## config.mk

```make
export PLATFORM = sky130hd
export DESIGN_NAME = dc_offset_removal_mc
export DESIGN_NICKNAME = d
export VERILOG_FILES = /design/src/rtl/dc_offset_removal_mc.sv
export SDC_FILE = /design/constraint.sdc
export NUM_CORES = 1
export LEC_CHECK = 0
export CELL_PAD_IN_SITES_DETAIL_PLACEMENT = 1
export CELL_PAD_IN_SITES_GLOBAL_PLACEMENT = 1
export CORE_AREA = 2 2 172 191
export CTS_CLUSTER_DIAMETER = 150
export DETAILED_ROUTE_END_ITERATION = 10
export DIE_AREA = 0 0 174 193
export MAX_ROUTING_LAYER = met4
export PLACE_DENSITY_LB_ADDON = 0.1
export SLEW_MARGIN = 5
export SYNTH_ARGS = -nofsm -noshare
export SYNTH_HDL_FRONTEND = slang
export SYNTH_SLANG_ARGS = --single-unit
```

## constraint.sdc

```tcl
create_clock -name clk -period 10.6 [get_ports clk]
set_input_delay 2.12 -clock clk [delete_from_list [all_inputs] [get_ports clk]]
set_output_delay 2.12 -clock clk [all_outputs]
set_load 0.05 [all_outputs]
```

## src/rtl/dc_offset_removal_mc.sv

```systemverilog
// Multi-channel DC offset remover.
// One sample set (one word per channel) is accepted at a time. The channels
// are then walked serially through a single subtract/saturate/EMA datapath.
// Per-channel DC estimates live in signed W+K+1 bit accumulators whose
// value is acc >>> K. Modes: track, freeze, bypass, clear.
module dc_offset_removal_mc #(
   parameter int W         = 14,
   parameter int CH        = 3,
   parameter int K         = 10,
   parameter int WARM_LOG2 = 12
) (
   input  logic            clk,
   input  logic            rst,
   input  logic            in_valid,
   output logic            in_ready,
   input  logic [CH*W-1:0] in_data,
   input  logic [1:0]      mode,
   output logic            out_valid,
   output logic [CH*W-1:0] out_data,
   output logic [CH*W-1:0] dc_est,
   output logic            settled,
   output logic            overrun
);

   localparam int AW = W + K + 1;
   localparam int IW = (CH > 1) ? $clog2(CH) : 1;
   localparam int CW = WARM_LOG2 + 1;

   localparam logic [IW-1:0] IDX_LAST = IW'(CH - 1);
   localparam logic [IW-1:0] IDX_ONE  = IW'(1);
   localparam logic [CW-1:0] CNT_ONE  = CW'(1);
   localparam logic [CW-1:0] WARM_MAX = {1'b1, {WARM_LOG2{1'b0}}};

   localparam logic [1:0] MODE_TRACK  = 2'b00;
   localparam logic [1:0] MODE_FREEZE = 2'b01;
   localparam logic [1:0] MODE_BYPASS = 2'b10;
   localparam logic [1:0] MODE_CLEAR  = 2'b11;

   typedef enum logic [1:0] {
      S_IDLE = 2'd0,
      S_PROC = 2'd1,
      S_DONE = 2'd2
   } state_t;

   // Clamp a W+1 bit difference into the signed W-bit range.
   function automatic logic [W-1:0] sat_w(input logic [W:0] d);
      logic [W-1:0] r;
      if (d[W] != d[W-1]) begin
         r = d[W] ? {1'b1, {(W-1){1'b0}}} : {1'b0, {(W-1){1'b1}}};
      end else begin
         r = d[W-1:0];
      end
      return r;
   endfunction

   // DC estimate of one accumulator: arithmetic shift, truncated to W bits.
   function automatic logic [W-1:0] dc_of(input logic signed [AW-1:0] a);
      return W'(a >>> K);
   endfunction

   state_t                 state_q, state_d;
   logic [IW-1:0]          idx_q, idx_d;
   logic [CH*W-1:0]        x_q, x_d;
   logic [1:0]             mode_q, mode_d;
   logic signed [AW-1:0]   acc_q [CH];
   logic signed [AW-1:0]   acc_d [CH];
   logic [CH*W-1:0]        out_data_q, out_data_d;
   logic [CH*W-1:0]        dc_est_q, dc_est_d;
   logic                   out_valid_q, out_valid_d;
   logic                   in_ready_q, in_ready_d;
   logic [CW-1:0]          warm_cnt_q, warm_cnt_d;
   logic                   settled_q, settled_d;
   logic                   overrun_q, overrun_d;

   logic [W-1:0]           x_cur;
   logic signed [AW-1:0]   acc_cur;
   logic [W-1:0]           dc_cur;
   logic [W:0]             diff;
   logic [W-1:0]           y_cur;

   // Shared channel datapath: select channel idx, subtract its DC, pick output.
   always_comb begin
      x_cur   = x_q[idx_q*W +: W];
      acc_cur = acc_q[idx_q];
      dc_cur  = dc_of(acc_cur);
      diff    = {x_cur[W-1], x_cur} - {dc_cur[W-1], dc_cur};
      if ((mode_q == MODE_TRACK) || (mode_q == MODE_FREEZE)) begin
         y_cur = sat_w(diff);
      end else begin
         y_cur = x_cur;
      end
   end

   // Next-state logic: handshake FSM, per-channel update, warm-up and overrun.
   always_comb begin
      state_d    = state_q;
      idx_d      = idx_q;
      x_d        = x_q;
      mode_d     = mode_q;
      acc_d      = acc_q;
      out_data_d = out_data_q;
      dc_est_d   = dc_est_q;
      warm_cnt_d = warm_cnt_q;
      overrun_d  = overrun_q;

      if (in_valid && (state_q != S_IDLE)) begin
         overrun_d = 1'b1;
      end else begin
         overrun_d = overrun_q;
      end

      case (state_q)
         S_IDLE: begin
            if (in_valid) begin
               x_d     = in_data;
               mode_d  = mode;
               idx_d   = '0;
               state_d = S_PROC;
               case (mode)
                  MODE_TRACK: begin
                     if (warm_cnt_q != WARM_MAX) begin
                        warm_cnt_d = warm_cnt_q + CNT_ONE;
                     end else begin
                        warm_cnt_d = warm_cnt_q;
                     end
                  end
                  MODE_CLEAR: begin
                     warm_cnt_d = '0;
                     overrun_d  = 1'b0;
                  end
                  default: begin
                     warm_cnt_d = warm_cnt_q;
                  end
               endcase
            end else begin
               state_d = S_IDLE;
            end
         end
         S_PROC: begin
            out_data_d[idx_q*W +: W] = y_cur;
            case (mode_q)
               MODE_TRACK:  acc_d[idx_q] = acc_cur + {{K{diff[W]}}, diff};
               MODE_CLEAR:  acc_d[idx_q] = '0;
               default:     acc_d[idx_q] = acc_cur;
            endcase
            dc_est_d[idx_q*W +: W] = dc_of(acc_d[idx_q]);
            if (idx_q == IDX_LAST) begin
               idx_d   = '0;
               state_d = S_DONE;
            end else begin
               idx_d   = idx_q + IDX_ONE;
               state_d = S_PROC;
            end
         end
         S_DONE: begin
            state_d = S_IDLE;
         end
         default: begin
            state_d = S_IDLE;
         end
      endcase

      settled_d   = (warm_cnt_d == WARM_MAX);
      in_ready_d  = (state_d == S_IDLE);
      out_valid_d = (state_d == S_DONE);
   end

   // State and output registers; reset aborts any set in flight.
   always_ff @(posedge clk or negedge rst) begin
      if (!rst) begin
         state_q     <= S_IDLE;
         idx_q       <= '0;
         x_q         <= '0;
         mode_q      <= MODE_TRACK;
         acc_q       <= '{default: '0};
         out_data_q  <= '0;
         dc_est_q    <= '0;
         out_valid_q <= 1'b0;
         in_ready_q  <= 1'b1;
         warm_cnt_q  <= '0;
         settled_q   <= 1'b0;
         overrun_q   <= 1'b0;
      end else begin
         state_q     <= state_d;
         idx_q       <= idx_d;
         x_q         <= x_d;
         mode_q      <= mode_d;
         acc_q       <= acc_d;
         out_data_q  <= out_data_d;
         dc_est_q    <= dc_est_d;
         out_valid_q <= out_valid_d;
         in_ready_q  <= in_ready_d;
         warm_cnt_q  <= warm_cnt_d;
         settled_q   <= settled_d;
         overrun_q   <= overrun_d;
      end
   end

   assign in_ready  = in_ready_q;
   assign out_valid = out_valid_q;
   assign out_data  = out_data_q;
   assign dc_est    = dc_est_q;
   assign settled   = settled_q;
   assign overrun   = overrun_q;

endmodule

```

# Word-level counts from Yosys, hierarchy flattened

Index checks and enable logic that the tools add are counted.
Widths: inputs -> output; s select.

Register bits: 224
Input port bits: 47
Word-level logic and storage cells: 81

Add/sub/neg operators: 5
$mul: 1
Order comparisons: 2
Equal/unequal tests: 10
Shift-type cells: 4
Multiplexer cells: 31
Bitwise logic cells: 3
Reduce and logical (&&, ||, !) cells: 11

Operators by type and width:

| operator                 | number |
|---|---|
| $bwmux 75                | 2 |
| $pmux 75 s2              | 1 |
| $bmux 25 s2              | 2 |
| $bwmux 42                | 2 |
| $shiftx 14x34->42        | 2 |
| $and 75x75->75           | 1 |
| $mux 25                  | 3 |
| $mux 75                  | 1 |
| $not 75->75              | 1 |
| $demux 25 s2             | 1 |
| $mux 24                  | 2 |
| $mux 14                  | 3 |
| $shift 14x34->42 const A | 1 |
| $shiftx 42x7->14         | 1 |
| $mux 13                  | 3 |
| $neg 6->34               | 1 |
| $pmux 13 s2              | 1 |
| $add 25x25->25           | 1 |
| $sub 14x14->15           | 1 |
| $add 13x1->13 const B    | 1 |
| $eq 13x13->1 const B     | 1 |
| $ne 13x13->1 const B     | 1 |
| $eq 2x2->1 const B       | 4 |
| $logic_not 2->1          | 4 |
| 15 further kinds         | 26 |

# Depth between registers and ports, before layout

Gate-level depths: netlist of run 1.

Word-level depth: 14
Mapped depth: 26
Gate-level depth less buffers: 21

# Worst setup path before layout of run 1

No wires, ideal clock.

Kind: flip-flop to flip-flop
From: reg idx_q[0]
To: reg dc_est_q[24] (netlist: dc_est[24])
Library setup time: 122 ps
Arrival: 6,222 ps
Required time: 10,478 ps
Setup slack: 4,256 ps
Cell stages (with the launch flop): 27
Path buffers: 6
Clock period less this slack: 6,344 ps
Path through: dfrtp_1 > clkbuf_1 > nor2b_1 > clkbuf_1 > buf_1 > clkbuf_1 > buf_1 > a21oi_1 > ha_1 > fa_1 > nor2b_1 > o211a_1 > o31a_1 > a31oi_1 > nor2_1 > inv_1 > ha_1 > clkbuf_1 > nand2_1 > o21ai_0 > a31oi_1 > o21ai_0 > a41oi_1 > xor2_1 > o21ai_1 > a211o_1 > a32o_1

Word-level cells in the longest chain between the ends: 14
Elaborated cells on any way between the ends: 26
Classes of those cells: add/sub: 3; mul: 1; order compare: 2; shift: 3; mux: 13; bitwise: 3; reduce/logical: 1

Ends and longest elaborated chain:

| what                                                                    | line | RTL |
|---|---|---|
| start: declaration                                                      | 62   | `logic [IW-1:0] idx_q, idx_d;` |
| start signal: assignment                                                | 185  | `idx_q <= idx_d;` |
| parallel branches: the longest is 13 deep, another holds $add 25x25->25 | n/a  |  |
| $bwmux 42 *                                                             | 146  | `dc_est_d[idx_q*W +: W] = dc_of(acc_d[idx_q]);` |
| end signal: assignment                                                  | 190  | `dc_est_q <= dc_est_d;` |
| end: declaration                                                        | 68   | `logic [CH*W-1:0] dc_est_q, dc_est_d;` |

Every way passes the cells marked *. The select of a mux whose other input is x is not followed.
A chain may end at the register's enable or synchronous reset.

# Worst setup path in the final report of run 1

From: reg idx_q[1]
To: reg dc_est_q[6] (netlist: dc_est[6])

Same word-level chain as after synthesis.

==> out/results.ini, run 1 <==
[cts]
htree_levels=1
postCtsSetupBuffers=0
cts_tree=built
clkLatencyLatePin_ns=0.55
cts_inserted_buffers=25
clk_pin_slew_ns=0.06
cts.hold.buffers_added=0
root_buffer=clkbuf_16
cts_resized=0
clkSinkCount=221
cts_buffer_depth=3

[synth]
synth-compound-area-share_pct=26.7
yosysWarnings=0
syn-cell-area_um2=14600
synthArstFlopShare_pct=100
synth_area_per_cell_um2=8.08
synth_mux_area_share_pct=3.65
synth_edf_count=0
synth_top_flop_cell=dfrtp_1
synth_top_area_share_pct=37.6
synthAdderAreaFrac_pct=4.80
synth-seq-area-share_pct=37.8
synth_top_family_by_area=compound AO/OA/AOI/OAI gates
synth-simple-area-share_pct=20.8
ys_ff_latch=221
syn_nets=1913
syn_inst=1811
ys_types=92
synth_area_leaders=dfrtp_1 (38%), nand2_1 (9.9%), o21ai_0 (6.2%)
yosys.area.top_type=dfrtp_1
synth_xor_xnor_area_share_pct=1.95

[sta]
fin_ws_ns=2.62
relSlewSlack_pct=10.8
setup_tns_ns=0
setup_violations=0
rsz0062_at_grt=no
drv_slew=0
period_needed_ns=7.98
hold_viol=0
max_freq_mhz=125
timing.final.crit_share_pct=75.3
clock_skew_ns=0.0106
tightest_slew_ns=1.33

[route]
met3_length_mm=4.02
wl_met2_mm=29.2
drtIter0Drc=1471
vias=15100
highest_layer=met4
ant_nets=0
routed_wl_mm=61.8
met1Wirelength_mm=25.2
wire_per_inst_um=26.5
drtPass1Iterations=5
drc_errors=0
viasPerCell=6.46

[critical_path]
crit_type=reg -> reg
cp.arrival_ns=8.37
cp_max_fo=25
critPathRequiredTime_ns=10.99
worstSetupEndpointType=flop
cp-start-kind=flop
reg2reg_slack_ns=2.62
reg2reg_to=dc_est[6]
cp-startpoint=idx_q[1]
r2r_cells=21
crit_end=dc_est[6]
r2r-start=idx_q[1]

[place]
place_ws_ns=2.82
port_buffers=134
postPlaceCellArea_um2=16300
hpwl_mm=45.0
dpl.cell_count=2292
place_congestion=0.952

[flow_run]
drv_cap=0

[run_status]
status=finished clean

[layout]
nFillCells=3900
layout.cells.non_filler=2335
nets=1995
n_antenna_cell=0
finalInstanceArea_um2=17100
synthToLayoutAreaGrowth_pct=16.9
drive_above_1_share_pct=5.66

[global_route]
grt_max_degree=93
grt_pass1_vias=15300
antenna_found_initial=0
grt_pass1_wl_mm=94.5
grt_util_all_layers_pct=37.7
grt_overflow=0

[floorplanning]
die_area_um2=33600
die_w_um=174
start_util_pct=46.1
num_io_pins=135
fp.dieH_um=193
core_um2=31800
rows=69

[min_path]
hp-class=reg -> reg

## registers in the layout (all words and copies together) (netlist names), 2 cells and up
register,count
idx_q,2
warm_cnt_q,13
out_data,42
state_q,2
mode_q,2
acc_q,72
x_q,42
dc_est,42
## worst min path at each step
stage | start | to | cells after the start
floorplan | x_q[26] | x_q[26] | 2
global placement | x_q[19] | x_q[19] | 2
CTS | x_q[38] | x_q[38] | 2
detailed placement | x_q[19] | x_q[19] | 2
finish | x_q[14] | x_q[14] | 2
global route | x_q[14] | x_q[14] | 2
## worst max-delay path: stages (launching register included)
cell      delay (ns)
dfrtp_2         0.66
inv_1           0.54
nand2_1         0.42
o22ai_1         0.54
inv_1           0.23
ha_1            0.46
a221o_1         0.41
a311oi_1        0.27
o211ai_1        0.19
a31oi_1         0.51
nor2_1          0.26
inv_1           0.50
ha_1            0.42
nand2_1         0.16
nor3_1          0.41
nand3_1         0.12
o21ai_0         0.58
mux2i_1         0.19
a21oi_1         0.32
o21a_1          0.25
o21ba_2         0.22
o221ai_1        0.14
## layer usage
| layer | global-route usage [%] | vias up |
|---|---|---|
| met4 | 18.5 | 0 |
| met1 | 46.1 | 7545 |
| met5 | - | - |
| met2 | 61.8 | 666 |
| met3 | 5.29 | 174 |
| li1 | - | 6710 |
## metrics by stage
| step | utilization (%) | hold slack (ns) |
|---|---|---|
| 2_1_floorplan | - | 0.438 |
| 3_3_place_gp | 51.4 | 0.458 |
| 3_5_place_dp | 51.4 | 0.465 |
| 4_1_cts | 53.8 | 0.480 |
| 5_1_grt | 53.8 | 0.497 |
| 6_report | 53.8 | 0.476 |
## cell usage in the layout, fill, tap and decap left out, drive strengths merged, types with 15 or more instances in the layout
master / count
nand2: 386
dfrtp: 220
o21ai: 189
nor2: 141
clkdlybuf4s50: 133
a21oi: 115
ha: 53
mux2i: 50
inv: 50
nand3: 34
clkbuf: 34
a22o: 33
nor3: 29
buf: 29
o22ai: 25
a31oi: 23
o211ai: 21
a21o: 19
o31ai: 18
and2: 18
a211oi: 18
o221ai: 17
xor2: 16
nand4: 15
## cell usage after synthesis, drive strengths merged (5+ instances only)
master    n
nand2   386
dfrtp   220
o21ai   189
nor2    141
a21oi   115
clkbuf   74
ha       53
inv      50
mux2i    50
nand3    34
a22o     33
buf      33
nor3     29
o22ai    25
a31oi    23
o211ai   21
a21o     19
a211oi   18
and2     18
o31ai    18
o221ai   17
xor2     16
nand4    15
and3     14
xnor2    14
o21a     13
nor2b    12
or3      12
or2       8
nand2b    7
a221oi    6
a22oi     6
a221o     5
a32o      5
o31a      5
or4       5
## logic make-up after synthesis
logic type / Yosys count
compound gates: 591
mux: 53
flops: 221
fa+ha+maj: 55
simple gates: 702
xor+xnor: 31
buf+inv: 158
## cell type report
cell class | instances | area (µm²) | share of cell area [%]
clock buffer | 34 | 679 | 3.97
clock inverter | 9 | 98.8 | 0.578
inverter | 51 | 191 | 1.12
multi-input combinational | 1432 | 8500 | 49.7
sequential | 221 | 5530 | 32.3
tap | 426 | 533 | 3.12
timing repair buffer | 162 | 1570 | 9.17
Power of run 1 is left out: the tool's default activity adds up to more than one toggle a clock period on the data nets, which glitch-free logic cannot reach.
==> run 2, diff against run 1 <==
- CORE_AREA: 2 2 172 191 -> 2 2 186 206
- DIE_AREA: 0 0 174 193 -> 0 0 188 208
- clock period: 10.6 -> 6.8 ns (I/O delays scaled with it)
==> run 2 against run 1 <==
- global-route usage fell by 4.8 points
- first-iteration DRC count fell by 27%
- worst setup slack got worse by 2.1 ns
- final cell count rose by 5.7%
- count of clock-buffer cells in the layout fell by 1
- via count barely moved
- flip-flop and latch count did not move
- core utilization fell by 5.7 points
- critical path depth rose by 1
- non-clock buffer count rose by 59
- maximum frequency rose by 27%
==> out/results.ini, run 2 (synthesis gave the netlist of run 1 again) <==
[min_path]
hp-class=reg -> reg  ; unchanged
min_to=x_q[26]  ; was x_q[14]
min_from=x_q[26]  ; was x_q[14]
hold_depth=2  ; unchanged

[route]
ant_nets=0  ; unchanged
wire_per_inst_um=25.5  ; was 26.5 µm
drc_errors=0  ; unchanged
drtIter0Drc=1077  ; was 1471
drtPass1Iterations=5  ; unchanged
viasPerCell=6.12  ; was 6.46
vias=15100  ; about the same
routed_wl_mm=62.9  ; was 61.8 mm

[sta]
setup_violations=0  ; unchanged
rsz0062_at_grt=no  ; unchanged
tightest_slew_ns=1.25  ; was 1.33 ns
max_freq_mhz=160  ; was 125 MHz
timing.final.crit_share_pct=92.1  ; was 75.3%
relSlewSlack_pct=16.3  ; was 10.8%
drv_slew=0  ; unchanged
period_needed_ns=6.26  ; was 7.98 ns
hold_viol=0  ; unchanged
setup_tns_ns=0  ; unchanged
clock_skew_ns=0.0310  ; was 0.0106 ns

[critical_path]
worstSetupEndpointType=flop  ; unchanged
r2r-start=idx_q[1]  ; unchanged
worstPathCellList=nor2b_4 -> buf_4 -> nand2_1 -> o21ai_0 -> inv_1 -> ha_1 -> or2_2 -> o211a_1 -> o21ai_0 -> a21oi_1 -> xor2_1 -> ha_1 -> nand2_1 -> o21ai_0 -> a221oi_1 -> buf_4 -> a211oi_1 -> nor2_1 -> o311ai_0 -> buf_4 -> a31oi_1 -> a21oi_1  ; was inv_1 -> nand2_1 -> o22ai_1 -> inv_1 -> ha_1 -> a221o_1 -> a311oi_1 -> o211ai_1 -> a31oi_1 -> nor2_1 -> inv_1 -> ha_1 -> nand2_1 -> nor3_1 -> nand3_1 -> o21ai_0 -> mux2i_1 -> a21oi_1 -> o21a_1 -> o21ba_2 -> o221ai_1
crit_type=reg -> reg  ; unchanged
reg2reg_slack_ns=0.54  ; was 2.62 ns
critPathRequiredTime_ns=7.28  ; was 10.99 ns
reg2reg_to=dc_est[38]  ; was dc_est[6]
cpPeakStageDelay_ns=0.55  ; was 0.66 ns
cp_max_fo=18  ; was 25
slowest_stage=o311ai_0  ; was dfrtp_2
cp.arrival_ns=6.75  ; was 8.37 ns
cp-start-kind=flop  ; unchanged
path_buf_inv=4  ; was 3
cpLargestDelayFamily=compound AO/OA/AOI/OAI gates  ; unchanged
r2r_cells=22  ; was 21

[cts]
cts_resized=0  ; unchanged
root_buffer=clkbuf_16  ; unchanged
clkSinkCount=221  ; unchanged
cts_buffer_depth=3  ; unchanged
postCtsSetupBuffers=0  ; unchanged
htree_levels=1  ; unchanged
cts.hold.buffers_added=0  ; unchanged
clkLatencyLatePin_ns=0.58  ; was 0.55 ns
cts_inserted_buffers=27  ; was 25
cts_tree=built  ; unchanged
clk_pin_slew_ns=0.06  ; about the same

[floorplanning]
die_w_um=188  ; was 174 µm
num_io_pins=135  ; unchanged
rows=74  ; was 69
die_area_um2=39100  ; was 33600 µm²
core_um2=36900  ; was 31800 µm²
start_util_pct=39.6  ; was 46.1%
fp.dieH_um=208  ; was 193 µm

[place]
port_buffers=134  ; unchanged
postPlaceCellArea_um2=16900  ; was 16300 µm²
hpwl_mm=47.0  ; was 45.0 mm
place_congestion=0.979  ; was 0.952

[layout]
largest_reg_flops=72  ; unchanged
final_common_cell=nand2_1  ; unchanged
nets=2056  ; was 1995
synthToLayoutAreaGrowth_pct=21.5  ; was 16.9%
largest_register=acc_q  ; unchanged
n_antenna_cell=0  ; unchanged
final_cell_mix=nand2_1 (386), dfrtp_1 (218), o21ai_0 (180)  ; unchanged
finalInstanceArea_um2=17800  ; was 17100 µm²
nFillCells=4379  ; was 3900
drive_above_1_share_pct=9.06  ; was 5.66%

[global_route]
grt_util_all_layers_pct=32.9  ; was 37.7%
grt_pass1_wl_mm=96.4  ; was 94.5 mm
antenna_found_initial=0  ; unchanged
grt_max_degree=118  ; was 93
grt_pass1_vias=15400  ; was 15.3k
grt_overflow=0  ; unchanged

[run_status]
status=finished clean  ; unchanged

[flow_run]
drv_cap=0  ; unchanged

## run 2: worst max path at each step
stage,from,to,cells past startpoint
floorplan,idx_q[0],dc_est[24],26
global placement,idx_q[1],dc_est[1],19
detailed placement,idx_q[1],dc_est[21],21
CTS,idx_q[1],dc_est[21],21
global route,idx_q[1],dc_est[22],23
finish,idx_q[1],dc_est[38],22
## run 2: metal layers
layer | up-vias | GRT usage, % | wire, µm
met5 | - | - | 0
met4 | 0 | 14.6 | 2940
met3 | 147 | 4.54 | 3820
met2 | 562 | 52.6 | 29100
met1 | 7581 | 41.5 | 27000
li1 | 6819 | - | -
## run 2: tightest hold or removal path, cell delays in order, from the launching register on
cell	delay, ns
dfrtp_1	0.34
nand2_1	0.05
nand2_1	0.05
## run 2: final cells by class
class / count / area (µm²) / share of cell area [%]
clock inverters: 17 / 160 / 0.900
well taps: 494 / 618 / 3.48
flip-flops and latches: 221 / 5530 / 31.1
multi-input cells: 1432 / 8510 / 47.8
repair buffers: 221 / 2040 / 11.5
inverters: 51 / 191 / 1.08
clock buffers: 33 / 738 / 4.15
## run 2: metrics by stage
stage          instances  setup WS [ns]  util [%]  hold WS, ns
3_3_place_gp        2419          0.720      45.7        0.456
6_report            2469          0.536      48.1        0.474
5_1_grt             2469          0.134      48.1        0.503
4_1_cts             2469          0.568      48.1        0.478
2_1_floorplan       1811          0.456         -        0.438
3_5_place_dp        2419          0.638      45.7        0.462
Power of run 2 is left out for the same reason.
==> run 3, diff against run 2 <==
- REMOVE_ABC_BUFFERS: not set -> 1
==> run 3 against run 2 <==
- final cell count is 1.3% higher
- worst setup slack worse by 0.026 ns
- core utilization is 0.78 points higher
- routed wire length is 0.91% higher
- critical path depth is 1 higher
- via count is 1.2% higher
- worst hold slack worse by 0.0070 ns
- count of clock-buffer cells in the layout is 2 higher
- maximum frequency is 0.41% lower
- non-clock buffer count is 37 higher
- first-iteration DRC count is 0.93% lower
- critical endpoint is now dc_est[34]
- largest cell class unchanged
==> out/results.ini, run 3 (synthesis gave the netlist of run 1 again) <==
[cts]
clkSinkCount=221  ; unchanged
htree_levels=1  ; unchanged
postCtsSetupBuffers=0  ; unchanged
root_buffer=clkbuf_16  ; unchanged
clk_pin_slew_ns=0.06  ; about the same
cts_inserted_buffers=26  ; was 27
cts_resized=0  ; unchanged
cts_tree=built  ; unchanged
cts_buffer_depth=3  ; unchanged
cts.hold.buffers_added=0  ; unchanged
clkLatencyLatePin_ns=0.57  ; was 0.58 ns

[critical_path]
r2r_cells=23  ; was 22
crit_top_cell=o21ai_0
cp.arrival_ns=6.73  ; was 6.75 ns
path_depth=23  ; was 22
worstSetupEndpointType=flop  ; unchanged
crit_type=reg -> reg  ; unchanged
slowest_stage=o21ai_0  ; was o311ai_0
cpPeakStageDelay_ns=0.88  ; was 0.55 ns
cp-start-kind=flop  ; unchanged
cp_max_fo=13  ; was 18
critPathRequiredTime_ns=7.24  ; was 7.28 ns
reg2reg_slack_ns=0.51  ; was 0.54 ns
path_buf_inv=5  ; was 4
cpLargestDelayFamily=compound AO/OA/AOI/OAI gates  ; unchanged
worstPathCellList=mux2i_1 -> o21ai_0 -> inv_1 -> ha_1 -> buf_4 -> a21o_1 -> a311oi_1 -> o211ai_1 -> a31oi_1 -> nor2_1 -> inv_1 -> buf_12 -> ha_1 -> a21oi_1 -> o21ai_0 -> a41oi_1 -> o21ai_0 -> xnor2_1 -> buf_4 -> o211ai_1 -> and2_1 -> a311o_1 -> a32o_1  ; was nor2b_4 -> buf_4 -> nand2_1 -> o21ai_0 -> inv_1 -> ha_1 -> or2_2 -> o211a_1 -> o21ai_0 -> a21oi_1 -> xor2_1 -> ha_1 -> nand2_1 -> o21ai_0 -> a221oi_1 -> buf_4 -> a211oi_1 -> nor2_1 -> o311ai_0 -> buf_4 -> a31oi_1 -> a21oi_1

[global_route]
grt_pass1_vias=15900  ; was 15.4k
grt_util_all_layers_pct=33.3  ; was 32.9%
grt_pass1_wl_mm=98.0  ; was 96.4 mm
met3_usage_pct=4.03  ; was 4.54%
grt_overflow=0  ; unchanged
grt_max_degree=123  ; was 118
grt-busiest-layer=met2  ; unchanged
grt_use_met1_pct=42.3  ; was 41.5%
antenna_found_initial=0  ; unchanged
met2_usage_pct=54.2  ; was 52.6%

[floorplanning]
start_util_pct=39.6  ; unchanged
fp.dieH_um=208  ; unchanged
die_w_um=188  ; unchanged
num_io_pins=135  ; unchanged
core_um2=36900  ; unchanged
rows=74  ; unchanged
die_area_um2=39100  ; unchanged

[place]
hpwl_mm=47.0  ; about the same
port_buffers=134  ; unchanged
place_congestion=0.983  ; was 0.979
postPlaceCellArea_um2=17100  ; was 16900 µm²

[sta]
rsz0062_at_grt=no  ; unchanged
period_needed_ns=6.29  ; was 6.26 ns
hold_viol=0  ; unchanged
timing.final.crit_share_pct=92.5  ; was 92.1%
setup_violations=0  ; unchanged
relSlewSlack_pct=23.9  ; was 16.3%
max_freq_mhz=159  ; was 160 MHz
tightest_slew_ns=1.13  ; was 1.25 ns
drv_slew=0  ; unchanged
clock_skew_ns=0.0232  ; was 0.0310 ns

[layout]
largest_register=acc_q  ; unchanged
drive_above_1_share_pct=10.6  ; was 9.06%
multi_input_area_um2=8500  ; was 8510 µm²
nFillCells=4408  ; was 4379
final_cell_mix=nand2_1 (386), dfrtp_1 (218), o21ai_0 (180)  ; unchanged
regArea_um2=5530  ; unchanged
synthToLayoutAreaGrowth_pct=23.5  ; was 21.5%
final_common_cell=nand2_1  ; unchanged
n_antenna_cell=0  ; unchanged
largest_reg_flops=72  ; unchanged
nets=2092  ; was 2056
finalInstanceArea_um2=18100  ; was 17800 µm²

[route]
wire_per_inst_um=25.4  ; was 25.5 µm
drtPass1Iterations=5  ; unchanged
ant_nets=0  ; unchanged
routed_wl_mm=63.4  ; was 62.9 mm
vias=15300  ; was 15.1k
viasPerCell=6.11  ; was 6.12
drtIter0Drc=1067  ; was 1077
drc_errors=0  ; unchanged

[flow_run]
drv_cap=0  ; unchanged

[run_status]
status=finished clean  ; unchanged

[min_path]
hold_depth=2  ; unchanged
hp-class=reg -> reg  ; unchanged

[run 3: worst register-to-register path, stage by stage (launching register included)]
cell and delay (ns):
dfrtp_1 0.50, mux2i_1 0.12, o21ai_0 0.88, inv_1 0.15, ha_1 0.26, buf_4 0.16, a21o_1 0.21, a311oi_1 0.33
o211ai_1 0.29, a31oi_1 0.36, nor2_1 0.10, inv_1 0.12, buf_12 0.15, ha_1 0.28, a21oi_1 0.24, o21ai_0 0.23
a41oi_1 0.21, o21ai_0 0.20, xnor2_1 0.34, buf_4 0.19, o211ai_1 0.09, and2_1 0.22, a311o_1 0.32, a32o_1 0.26
[run 3: cell type report]
class	count	area share [%]
multi-input cells	1432	47.0
flip-flops and latches	221	30.6
repair buffers	258	12.7
clock buffers	35	4.24
well taps	494	3.42
inverters	51	1.06
clock inverters	11	0.893
[run 3: final timing paths]
kind	startpoint	endpoint
worst max register to register	acc_q[66]	dc_est[34]
max in group asynchronous	rst	idx_q[1]
worst max-delay path	acc_q[66]	dc_est[34]
worst min register to register	x_q[26]	x_q[26]
min in group asynchronous	rst	out_data[5]
worst min-delay path	x_q[26]	x_q[26]
[run 3: per-stage QoR]
step | setup slack [ns] | instances | setup TNS, ns | utilization, % | hold WS, ns
final | 0.510 | 2502 | 0 | 48.9 | 0.467
after global placement | 0.693 | 2456 | 0 | 46.4 | 0.457
after floorplan | -0.734 | 1704 | -21.88 | - | 0.438
after global routing | 0.222 | 2502 | 0 | 48.9 | 0.498
after detailed placement | 0.681 | 2456 | 0 | 46.4 | 0.455
after CTS | 0.640 | 2502 | 0 | 48.9 | 0.470
[run 3: routing by layer]
layer / routed length [µm] / vias to the layer above
li1: - / 6897
met1: 27100 / 7661
met2: 29900 / 571
met3: 3820 / 160
met4: 2650 / 0
met5: 0 / -
Power of run 3 is left out for the same reason.
